===== src/rtl/cp0_regfile.sv =====
// cp0_regfile: MIPS CP0 register file answering WB-stage requests (mtc0/mfc0,
// exception commit, eret, TLBP/TLBR results), with timer and interrupt detect.
// Optional TLB registers (Index/EntryLo0/EntryLo1/EntryHi) are built when the
// macro CP0_TLB_REGS_EN is defined; otherwise those addresses read 0.
// Handshake: no valid/ready here; every *_we/_wen/exc_valid/eret input is a
// single-cycle strobe that takes effect at the next posedge. Same-cycle writes
// merge per field with priority exception > eret/tlbr/tlbp > mtc0.
module cp0_regfile #(
  parameter int TLBNUM = 16,
  localparam int IDXW = $clog2(TLBNUM)
) (
  input  logic            clk,
  input  logic            resetn,
  input  logic [7:0]      cp0_addr,
  input  logic            cp0_wen,
  input  logic [31:0]     cp0_wdata,
  output logic [31:0]     cp0_rdata,
  input  logic            exc_valid,
  input  logic [4:0]      exc_code,
  input  logic [31:0]     exc_pc,
  input  logic            exc_bd,
  input  logic [31:0]     exc_badvaddr,
  input  logic            eret,
  input  logic [5:0]      ext_int,
  output logic [31:0]     epc_out,
  output logic            int_happen,
  input  logic            tlbp_we,
  input  logic            tlbp_hit,
  input  logic [IDXW-1:0] tlbp_idx,
  input  logic            tlbr_we,
  input  logic [31:0]     tlbr_hi,
  input  logic [31:0]     tlbr_lo0,
  input  logic [31:0]     tlbr_lo1,
  output logic [IDXW-1:0] index_out,
  output logic [31:0]     entryhi_out,
  output logic [31:0]     entrylo0_out,
  output logic [31:0]     entrylo1_out
);

  localparam logic [7:0] A_INDEX   = 8'h00;
  localparam logic [7:0] A_LO0     = 8'h10;
  localparam logic [7:0] A_LO1     = 8'h18;
  localparam logic [7:0] A_BADV    = 8'h40;
  localparam logic [7:0] A_COUNT   = 8'h48;
  localparam logic [7:0] A_HI      = 8'h50;
  localparam logic [7:0] A_COMPARE = 8'h58;
  localparam logic [7:0] A_STATUS  = 8'h60;
  localparam logic [7:0] A_CAUSE   = 8'h68;
  localparam logic [7:0] A_EPC     = 8'h70;

  logic [7:0]  im_q, im_d;
  logic        exl_q, exl_d, ie_q, ie_d;
  logic        bd_q, bd_d, ti_q, ti_d;
  logic [5:0]  hw_q;
  logic [1:0]  sw_q, sw_d;
  logic [4:0]  code_q, code_d;
  logic [31:0] epc_q, epc_d, badv_q, badv_d;
  logic [31:0] count_q, count_d, compare_q, compare_d;
  logic        tick_q;

  logic [7:0]  ip;
  logic [31:0] status_rd, cause_rd;
  logic        badv_exc;

  // IP[7] shares the timer interrupt with hardware line 5.
  assign ip        = {hw_q[5] | ti_q, hw_q[4:0], sw_q};
  assign status_rd = {9'd0, 1'b1, 6'd0, im_q, 6'd0, exl_q, ie_q};
  assign cause_rd  = {bd_q, ti_q, 14'd0, ip, 1'b0, code_q, 2'd0};
  assign badv_exc  = exc_valid && (exc_code >= 5'd1) && (exc_code <= 5'd5);

  assign epc_out    = epc_q;
  assign int_happen = ie_q & ~exl_q & (|(ip & im_q));

  // Next-state for the core registers, exception/eret overriding mtc0 per field.
  always_comb begin
    im_d      = im_q;
    exl_d     = exl_q;
    ie_d      = ie_q;
    bd_d      = bd_q;
    sw_d      = sw_q;
    code_d    = code_q;
    epc_d     = epc_q;
    badv_d    = badv_q;
    compare_d = compare_q;
    count_d   = tick_q ? count_q + 32'd1 : count_q;
    ti_d      = (count_q == compare_q) ? 1'b1 : ti_q;
    if (cp0_wen) begin
      case (cp0_addr)
        A_COUNT:   count_d = cp0_wdata;
        A_COMPARE: begin
          compare_d = cp0_wdata;
          ti_d      = 1'b0;
        end
        A_STATUS: begin
          im_d  = cp0_wdata[15:8];
          exl_d = cp0_wdata[1];
          ie_d  = cp0_wdata[0];
        end
        A_CAUSE:   sw_d  = cp0_wdata[9:8];
        A_EPC:     epc_d = cp0_wdata;
        default:   ;
      endcase
    end
    if (eret) exl_d = 1'b0;
    if (exc_valid) begin
      exl_d  = 1'b1;
      code_d = exc_code;
      epc_d  = epc_q;
      if (!exl_q) begin
        epc_d = exc_bd ? exc_pc - 32'd4 : exc_pc;
        bd_d  = exc_bd;
      end
    end
    if (badv_exc) badv_d = exc_badvaddr;
  end

  // Core register state, timer tick and interrupt line sampling.
  always_ff @(posedge clk) begin
    if (!resetn) begin
      im_q <= '0; exl_q <= 1'b0; ie_q <= 1'b0;
      bd_q <= 1'b0; ti_q <= 1'b0; hw_q <= '0; sw_q <= '0; code_q <= '0;
      epc_q <= '0; badv_q <= '0; count_q <= '0; compare_q <= '0; tick_q <= 1'b0;
    end else begin
      im_q <= im_d; exl_q <= exl_d; ie_q <= ie_d;
      bd_q <= bd_d; ti_q <= ti_d; hw_q <= ext_int; sw_q <= sw_d; code_q <= code_d;
      epc_q <= epc_d; badv_q <= badv_d; count_q <= count_d; compare_q <= compare_d;
      tick_q <= ~tick_q;
    end
  end

`ifdef CP0_TLB_REGS_EN
  logic            idx_p_q, idx_p_d;
  logic [IDXW-1:0] idx_q, idx_d;
  logic [25:0]     lo0_q, lo0_d, lo1_q, lo1_d;
  logic [18:0]     vpn2_q, vpn2_d;
  logic [7:0]      asid_q, asid_d;
  logic            tlb_exc;
  logic            unused_tlb_bits;

  assign tlb_exc         = exc_valid && (exc_code >= 5'd1) && (exc_code <= 5'd3);
  assign unused_tlb_bits = ^{tlbr_hi[12:8], tlbr_lo0[31:26], tlbr_lo1[31:26]};

  assign index_out    = idx_q;
  assign entryhi_out  = {vpn2_q, 5'd0, asid_q};
  assign entrylo0_out = {6'd0, lo0_q};
  assign entrylo1_out = {6'd0, lo1_q};

  // TLB register next-state: exception > tlbr/tlbp > mtc0.
  always_comb begin
    idx_p_d = idx_p_q;
    idx_d   = idx_q;
    lo0_d   = lo0_q;
    lo1_d   = lo1_q;
    vpn2_d  = vpn2_q;
    asid_d  = asid_q;
    if (cp0_wen) begin
      case (cp0_addr)
        A_INDEX: idx_d = cp0_wdata[IDXW-1:0];
        A_LO0:   lo0_d = cp0_wdata[25:0];
        A_LO1:   lo1_d = cp0_wdata[25:0];
        A_HI: begin
          vpn2_d = cp0_wdata[31:13];
          asid_d = cp0_wdata[7:0];
        end
        default: ;
      endcase
    end
    if (tlbp_we) begin
      idx_p_d = ~tlbp_hit;
      if (tlbp_hit) idx_d = tlbp_idx;
    end
    if (tlbr_we) begin
      vpn2_d = tlbr_hi[31:13];
      asid_d = tlbr_hi[7:0];
      lo0_d  = tlbr_lo0[25:0];
      lo1_d  = tlbr_lo1[25:0];
    end
    if (tlb_exc) vpn2_d = exc_badvaddr[31:13];
  end

  // TLB register state.
  always_ff @(posedge clk) begin
    if (!resetn) begin
      idx_p_q <= 1'b0; idx_q <= '0; lo0_q <= '0; lo1_q <= '0; vpn2_q <= '0; asid_q <= '0;
    end else begin
      idx_p_q <= idx_p_d; idx_q <= idx_d; lo0_q <= lo0_d; lo1_q <= lo1_d;
      vpn2_q <= vpn2_d; asid_q <= asid_d;
    end
  end
`else
  logic unused_tlb;
  assign unused_tlb   = ^{tlbp_we, tlbp_hit, tlbp_idx, tlbr_we, tlbr_hi, tlbr_lo0, tlbr_lo1};
  assign index_out    = '0;
  assign entryhi_out  = '0;
  assign entrylo0_out = '0;
  assign entrylo1_out = '0;
`endif

  // mfc0 read mux; returns pre-write values for registers written this cycle.
  always_comb begin
    cp0_rdata = 32'd0;
    case (cp0_addr)
      A_BADV:    cp0_rdata = badv_q;
      A_COUNT:   cp0_rdata = count_q;
      A_COMPARE: cp0_rdata = compare_q;
      A_STATUS:  cp0_rdata = status_rd;
      A_CAUSE:   cp0_rdata = cause_rd;
      A_EPC:     cp0_rdata = epc_q;
`ifdef CP0_TLB_REGS_EN
      A_INDEX:   cp0_rdata = {idx_p_q, {(31-IDXW){1'b0}}, idx_q};
      A_LO0:     cp0_rdata = entrylo0_out;
      A_LO1:     cp0_rdata = entrylo1_out;
      A_HI:      cp0_rdata = entryhi_out;
`endif
      default:   cp0_rdata = 32'd0;
    endcase
  end

endmodule


===== config.mk =====
export PLATFORM = sky130hd
export DESIGN_NAME = cp0_regfile
export DESIGN_NICKNAME = d
export VERILOG_FILES = /design/src/rtl/cp0_regfile.sv
export SDC_FILE = /design/constraint.sdc
export NUM_CORES = 1
export LEC_CHECK = 0
export BUFFER_PORTS_ARGS = -buffer_cell sky130_fd_sc_hd__buf_4
export CAP_MARGIN = 30
export CORE_AREA = 5 5 148 150
export DETAILED_ROUTE_END_ITERATION = 6
export DIE_AREA = 0 0 153 155
export PLACE_DENSITY_LB_ADDON = 0.3
export SLEW_MARGIN = 10
export SYNTH_ARGS = -nofsm -noshare
export SYNTH_HDL_FRONTEND = slang
export SYNTH_SLANG_ARGS = --single-unit

===== constraint.sdc =====
create_clock -name clk -period 3.8 [get_ports clk]
set_clock_uncertainty 0.1 [all_clocks]
set_input_delay 0.57 -clock clk [delete_from_list [all_inputs] [get_ports clk]]
set_output_delay 0.57 -clock clk [all_outputs]
set_load 0.005 [all_outputs]

==> impl_metrics.ini, run 1 <==
[clock_network]
htree_num_levels = 4
numCtsBuffers = 17
ctsHoldBuffers = 0
tritoncts = done
clock-sinks = 154
cts_setup_buffers = 0
clock_path_buffers = 2
clkLatencyLatePin_ns = 0.43
post_cts_resized = 0
root_buffer = clkbuf_16
path_clk_slew_ns = 0.06

[timing]
max_freq_mhz = 321
hold_viol = 0
finalCriticalPeriod_ns = 3.12
rsz0062_at_grt = no
worstMarginPinSlew_ns = 0.841
setup_tns_ns = 0
setup_slack_ns = 0.684
finalSetupViolCount = 0
slew_viol_final = 0
fin_hold_ws_ns = 0.248
relSlewSlack_pct = 43.9
post-route-period-util_pct = 82.0

[routing]
vias = 8966
route.met3.wl_mm = 2.77
routedWlPerCell_um = 19.5
drtIter0Drc = 933
routed.top_layer = met5
routed-wl-met2_mm = 13.9
vias_per_cell = 5.56
drc = 0
wirelength_mm = 31.5
postRouteAntennaNets = 0
drt-met1-wl_mm = 13.7
dr.pass1.iters = 6

[placement]
place.gp.congestion = 0.924
place_inst = 1582
preCtsSetupSlack_ns = 0.728
portBuffers = 185
post-dp-hpwl_mm = 23.8

[critical_path]
critical_path_class = in -> out
crit_fanout = 15
reg2reg_to = count_q[30]
end_kind = output port
rr_startpoint = count_q[1]
crit_start = cp0_addr[1]
crit_required_ns = 3.13
rrSetupSlack_ns = 1.41
worstSetupStartpointType = input pin
r2r_cells = 6
arrival_ns = 2.45

[grt]
grt_pass1_vias = 8399
grt-ovfl-total = 0
antenna_found_initial = 0
track_usage_pct = 25.5
grt_max_degree = 75
grt_pass1_wl_mm = 47.6

[pwr]
vdd_ir_drop_max_uv = 273
total_power_mw = 4.05
p_comb_share_pct = 11.3
switchingPower_mw = 0.999
power.density_nw_per_um2 = 364
internal_power_mw = 3.05
pwr-share-seq_pct = 42.3
power_frac_clock_pct = 46.5
leakagePower_nw = 4.33
swShare_pct = 24.6

[floorplan]
core_sq_um = 20600
rows = 53
io_pins = 389
die_area_sq_um = 23700
die_y_um = 155
fp.dieW_um = 153
floorplan.initialDensity_pct = 45.7

[synth]
synth_warnings = 0
async_flop_share_pct = 0
synth_edf_count = 0
ys_seq_area_share_pct = 32.8
avgSynthCellArea_sq_um = 7.87
syn_inst = 1194
ys_types = 68
yosys_register_bits = 154
synthFlopType = dfxtp_1
synthesis.area_sq_um = 9390

[finish]
fin_cells = 1613
drive_above_1_share_pct = 20.0
fillerInstances = 1984
antenna_cells = 0
nets = 1552
seq_area_sq_um = 3080
multi_input_area_sq_um = 5460
synthToLayoutAreaGrowth_pct = 18.5

[min_path]
worstHoldStart = ext_int[4]
whs_endpoint = hw_q[4]
hold_path.class = in -> reg
holdPathStages = 2

[status]
status = complete, no violations

[job]
cap_viol_max_count = 0
-- flip-flops by register name, indices dropped and copies added, names as in the netlist --
name,flops
badv_q,32
bd_q,1
code_q,5
compare_q,32
count_q,32
epc_out,32
exl_q,1
hw_q,6
ie_q,1
im_q,8
sw_q,2
ti_q,1
tick_q,1
-- power groups by stage --
stage	Combinational [mW]	Clock, mW	Sequential, mW
floorplan	0.292	0	1.73
global placement	0.443	0	1.75
detailed placement	0.447	0	1.75
CTS	0.449	1.89	1.71
global route	0.498	1.96	1.72
finish	0.457	1.88	1.71
-- how the worst max path moves through the flow --
stage	endpoint	slack (ns)	depth (start not counted)
after floorplan	cp0_rdata[11]	1.10	7
after global placement	cp0_rdata[0]	0.73	6
after detailed placement	cp0_rdata[26]	0.73	6
after CTS	cp0_rdata[26]	0.72	6
after global routing	cp0_rdata[18]	0.59	6
final	cp0_rdata[26]	0.68	6
-- cells in the mapped netlist (29+ instances only) --
| master | number | area (sq um) |
|---|---|---|
| nor2_1 | 76 | 285 |
| mux2i_1 | 37 | 370 |
| a21oi_1 | 108 | 541 |
| nand3_1 | 30 | 150 |
| dfxtp_1 | 154 | 3080 |
| buf_4 | 104 | 781 |
| nand2_1 | 196 | 736 |
| o21ai_0 | 50 | 250 |
| clkbuf_1 | 62 | 233 |
| xnor2_1 | 69 | 604 |
| a22oi_1 | 29 | 218 |
-- routing by layer --
layer	GRT usage (%)	vias to the layer above
met3	4.84	63
met2	38.5	462
li1	-	4232
met1	35.9	4207
met4	10.2	2
met5	1.86	-
-- cell usage in the layout (no fill, tap or decap), types with 5 or more instances in the layout --
master	instances
a211oi_1	17
a21oi_1	108
a221o_1	15
a22oi_1	29
a31oi_1	7
and2_1	10
and3_1	5
buf_4	204
bufinv_16	5
clkbuf_16	17
conb_1	100
dfxtp_1	154
inv_1	16
mux2_2	6
mux2i_1	37
nand2_1	196
nand3_1	30
nand3b_1	7
nand4_1	21
nor2_1	76
nor2b_1	5
nor3_1	21
nor3b_1	8
nor4_1	13
o211ai_1	8
o21ai_0	50
o31a_1	6
or3_1	10
or4_1	5
xnor2_1	69
xor2_1	7
-- stage by stage --
stage	cell area [sq um]	util, %
2_1_floorplan	9760	-
3_3_place_gp	10500	51.0
3_5_place_dp	10500	51.0
4_1_cts	11100	54.2
5_1_grt	11100	54.2
6_report	11100	54.2
-- critical path, cell delays in order --
cell	delay (ns)
buf_4	0.12
or4_1	0.64
or3_1	0.61
nor2_1	0.20
a221o_1	0.17
buf_4	0.12
-- cell families (layout without fill, tap and decap cells) --
family                   count (synthesis)  in the layout  share of synthesized area [%]
AND/OR/NAND/NOR                        440            440                           23.5
AO/OA/AOI/OAI                          268            268                           17.9
buffers and inverters                  207            252                           13.0
flip-flops                             154            154                           32.8
XOR/XNOR                                76             76                           7.09
multiplexers                            46             46                           5.38
adder cells (fa/ha/maj)                  2              2                          0.266
other                                    1            100                         0.0399
-- area by class of cell --
cell class / count / share of cell area [%]
Multi-Input combinational cell: 932 / 49.0
Sequential cell: 154 / 27.7
Timing Repair Buffer: 204 / 13.8
Clock buffer: 20 / 4.10
Tap cell: 275 / 3.09
Clock inverter: 11 / 1.74
Inverter: 17 / 0.584
Power figures use the tool's default switching activity.
==> inputs of run 2 (changes only) <==
- CORE_AREA: 5 5 148 150 -> default
- CORE_MARGIN: default -> 5
- CORE_UTILIZATION: default -> 44
- DIE_AREA: 0 0 153 155 -> default
- clock period: 3.8 -> 2.7 ns (I/O delays scaled with it)
==> impl_metrics.ini, run 2 (same netlist as run 1, synthesis figures left out) <==
[floorplan]
die_y_um = 156
core_sq_um = 21000
floorplan.initialDensity_pct = 44.7
die_area_sq_um = 24400
fp.dieW_um = 156
rows = 53
io_pins = 389

[grt]
grt_use_met2_pct = 38.4
grt_pass1_wl_mm = 47.8
track_usage_pct = 25.2
antenna_found_initial = 0
busiest_layer = met2
met3_usage_pct = 6.41
grt_pass1_vias = 8359
grt_use_met1_pct = 34.2
grt_max_degree = 84
grt-ovfl-total = 0

[finish]
seq_area_sq_um = 3080
fillerInstances = 2038
utilization_pct = 53.7
final_area_sq_um = 11300
final_cell_mix = buf_4 (227), nand2_1 (196), dfxtp_1 (154)
nets = 1577
layout.cells.most_common = buf_4
drive_above_1_share_pct = 21.6
antenna_cells = 0
multi_input_area_sq_um = 5460
synthToLayoutAreaGrowth_pct = 20.1

[timing]
finalCriticalPeriod_ns = 2.57
relSlewSlack_pct = 50.4
worstMarginPinSlew_ns = 0.743
finalSetupViolCount = 0
max_freq_mhz = 389
hold_viol = 0
slew_viol_final = 0
post-route-period-util_pct = 95.3
rsz0062_at_grt = no
setup_tns_ns = 0

[critical_path]
critical_path_class = in -> out
arrival_ns = 2.07
crit_fanout = 8
end_kind = output port
worstSetupStartpointType = input pin
crit_required_ns = 2.19

[placement]
place.gp.congestion = 0.921
dpl_cell_area_sq_um = 10700
post-dp-hpwl_mm = 24.7
portBuffers = 185

[clock_network]
clock_path_buffers = 2
tritoncts = done
cts_setup_buffers = 0
htree_num_levels = 4
clkLatencyLatePin_ns = 0.43
clock-sinks = 154
root_buffer = clkbuf_16
numCtsBuffers = 17
path_clk_slew_ns = 0.06
ctsHoldBuffers = 0

[pwr]
power.density_nw_per_um2 = 482
vdd_ir_drop_max_uv = 350
leakagePower_nw = 4.43
total_power_mw = 5.44

[routing]
wirelength_mm = 32.1
vias = 9080
drc = 0
vias_per_cell = 5.54
dr.pass1.iters = 7
postRouteAntennaNets = 0
drtIter0Drc = 904
routedWlPerCell_um = 19.6

[job]
cap_viol_max_count = 0

[status]
status = complete, no violations

[min_path]
hold_path.class = in -> reg
## run 2: changes by cell type in the layout (fill, tap and decap cells not counted)
| cell | previous run | this run |
|---|---|---|
| buf_4 | 204 | 227 |
| or4_4 | 2 | 3 |
| and2_1 | 10 | 9 |
| buf_12 | 0 | 2 |
| bufinv_16 | 5 | 2 |
| clkinv_2 | 3 | 5 |
| and2_2 | 0 | 1 |
| clkinvlp_4 | 1 | 2 |
| or4_1 | 5 | 4 |
| clkbuf_1 | 1 | 2 |
## run 2: what timing repair did
action,in CTS,in global routing
endpoints found under the setup margin,0,15
hold endpoints to repair,0,0
gates resized for setup,0,2
## run 2: power breakdown
group / total [mW] / internal (mW) / switching [mW]
combinational: 0.669 / 0.293 / 0.376
sequential: 2.41 / 2.34 / 0.0728
clock: 2.36 / 1.41 / 0.957
## run 2: cell type report
type | count | share of cell area, %
flip-flops and latches | 154 | 27.3
multi-input cells | 932 | 48.4
repair buffers | 229 | 15.5
well taps | 275 | 3.05
clock buffers | 21 | 4.08
inverters | 17 | 0.577
clock inverters | 11 | 1.08
## run 2: worst paths after layout
kind / startpoint / end / slack, ns / cells after the start
setup / recovery: cp0_addr[1] / cp0_rdata[19] / 0.13 / 7
hold / removal: ext_int[3] / hw_q[3] / 0.08 / 2
setup reg to reg: count_q[0] / count_q[30] / 0.29 / 6
hold reg to reg: badv_q[6] / badv_q[6] / 0.35 / 2
## run 2: per-stage QoR
step                worst slack (ns)  hold slack, ns  std cells
floorplan                      0.329           0.333       1293
global placement           -0.000463           0.344       1606
detailed placement            0.0195           0.346       1607
CTS                           0.0137          0.0693       1639
global route                  0.0999          0.0746       1639
finish                         0.127          0.0789       1639
## run 2: worst max-delay path, cell delays in order
cell,delay [ns]
buf_4,0.12
or4_4,0.58
or3_1,0.35
buf_4,0.18
nor2_1,0.17
a221o_1,0.14
buf_4,0.11
## run 2: metal layers
metal	vias up	share of wire [%]	routed length, um
li1	4292	-	-
met1	4287	42	13500
met2	435	45	14500
met3	66	9.9	3170
met4	0	3.2	1040
met5	-	0	0
==> inputs of run 3 (changes only) <==
- CELL_PAD_IN_SITES_DETAIL_PLACEMENT: default -> 1
- CELL_PAD_IN_SITES_GLOBAL_PLACEMENT: default -> 1
- CORE_UTILIZATION: 44 -> 31
- GPL_TIMING_DRIVEN: default -> 0
- PLACE_DENSITY_LB_ADDON: 0.3 -> 0.25
==> impl_metrics.ini, run 3 (same netlist as run 1, synthesis figures left out) <==
[routing]
vias = 9831
drtIter0Drc = 759
dr.pass1.iters = 5
drc = 0
wirelength_mm = 41.9
postRouteAntennaNets = 0
routedWlPerCell_um = 22.1
vias_per_cell = 5.17

[timing]
max_freq_mhz = 370
setup_tns_ns = -0.00348
post-route-period-util_pct = 100
finalSetupViolCount = 1
fin_hold_ws_ns = 0.0693
finalCriticalPeriod_ns = 2.70
hold_viol = 0
slew_viol_final = 0
relSlewSlack_pct = 43.7
worstMarginPinSlew_ns = 0.845
rsz0062_at_grt = yes
setup_slack_ns = -0.00348

[pwr]
power_frac_clock_pct = 43.6
pwr-share-seq_pct = 42.0
power.density_nw_per_um2 = 465
switchingPower_mw = 1.59
leakagePower_nw = 5.03
internal_power_mw = 4.16
swShare_pct = 27.7
p_comb_share_pct = 14.4
vdd_ir_drop_max_uv = 437

[grt]
busiest_layer = met2
grt_max_degree = 17
antenna_found_initial = 3
grt_use_met2_pct = 38.9
met3_usage_pct = 4.31
grt_pass1_vias = 10100
grt-ovfl-total = 0
grt_pass1_wl_mm = 61.5
grt_use_met1_pct = 31.7
track_usage_pct = 23.9

[finish]
final_area_sq_um = 12400
synthToLayoutAreaGrowth_pct = 31.8
layout.cells.most_common = buf_4
drive_above_1_share_pct = 26.8
final_cell_mix = buf_4 (292), nand2_1 (196), dfxtp_1 (154)
nets = 1723
utilization_pct = 41.5

[placement]
place.gp.congestion = 0.946
dpl_cell_area_sq_um = 11600
portBuffers = 184
post-dp-hpwl_mm = 33.8

[critical_path]
crit_start = cp0_addr[7]
crit_fanout = 10
r2r_cells = 6
crit_required_ns = 2.19
rr_startpoint = exl_q
critical_path_class = in -> out
end_kind = output port
worstSetupStartpointType = input pin
arrival_ns = 2.20

[status]
status = finished, violations left
violations = setup timing

[clock_network]
clock_path_buffers = 2
numCtsBuffers = 17
ctsHoldBuffers = 0
htree_num_levels = 4
tritoncts = done
root_buffer = clkbuf_16
clock-sinks = 154
clkLatencyLatePin_ns = 0.44
path_clk_slew_ns = 0.07

[min_path]
worstHoldStart = ext_int[1]
hold_path.class = in -> reg
holdPathStages = 2

[job]
cap_viol_max_count = 0

[floorplan]
rows = 63
fp.dieW_um = 184
floorplan.initialDensity_pct = 31.5
io_pins = 389
die_area_sq_um = 33900
core_sq_um = 29800
die_y_um = 184
[run 3: changes by cell type in the layout (fill, tap and decap cells not counted), sizes merged]
cell | previous run | this run
dlygate4sd1 | 0 | 1
clkbuf | 21 | 80
buf | 229 | 314
diode | 0 | 1
clkinvlp | 2 | 3
clkinv | 8 | 6
inv | 16 | 18
[run 3: final cells by class]
type / instances / area, sq um
timing repair buffer: 189 / 1420
antenna: 1 / 2.50
buffer: 186 / 1190
tap: 390 / 488
fill: 3705 / 17400
clock inverter: 12 / 140
sequential: 154 / 3080
clock buffer: 20 / 467
multi-input combinational: 932 / 5520
inverter: 17 / 63.8
[run 3: metrics by stage]
| stage | setup slack, ns | cells | power, mW |
|---|---|---|---|
| 5_1_grt | -0.0267 | 1901 | 5.93 |
| 2_1_floorplan | 0.329 | 1293 | 2.84 |
| 6_report | -0.00348 | 1901 | 5.76 |
| 3_5_place_dp | -0.686 | 1867 | 3.27 |
| 4_1_cts | -0.00156 | 1899 | 5.75 |
| 3_3_place_gp | -0.631 | 1867 | 3.25 |
[run 3: what timing repair did]
| item | CTS | global route |
|---|---|---|
| resized for setup | 36 | 6 |
| pin swaps | 2 | 1 |
| setup endpoints to repair | 32 | 23 |
| setup buffers | 2 | 3 |
[run 3: layer usage]
metal | wire, um | vias up
met2 | 19500 | 414
met4 | 1460 | 2
met5 | 11 | -
met1 | 17900 | 4738
li1 | - | 4597
met3 | 3090 | 80
[run 3: path summary, 6_finish.rpt]
path	slack, ns	end
max	-0.003	cp0_rdata[12]
min	0.07	hw_q[1]
max reg2reg	0.36	epc_out[6]
min reg2reg	0.36	badv_q[29]
[run 3: power by group through the flow]
stage | sequential (mW) | combinational (mW) | clock [mW]
finish | 2.42 | 0.827 | 2.51
CTS | 2.41 | 0.811 | 2.52
global placement | 2.46 | 0.788 | 0
detailed placement | 2.47 | 0.801 | 0
global route | 2.42 | 0.896 | 2.61
floorplan | 2.43 | 0.411 | 0
[run 3: critical path, cell delays in order]
cell      delay (ns)
buf_4           0.12
or4_4           0.59
nor3_4          0.21
buf_4           0.19
clkbuf_4        0.23
a22oi_1         0.15
nand2_1         0.17
buf_4           0.13
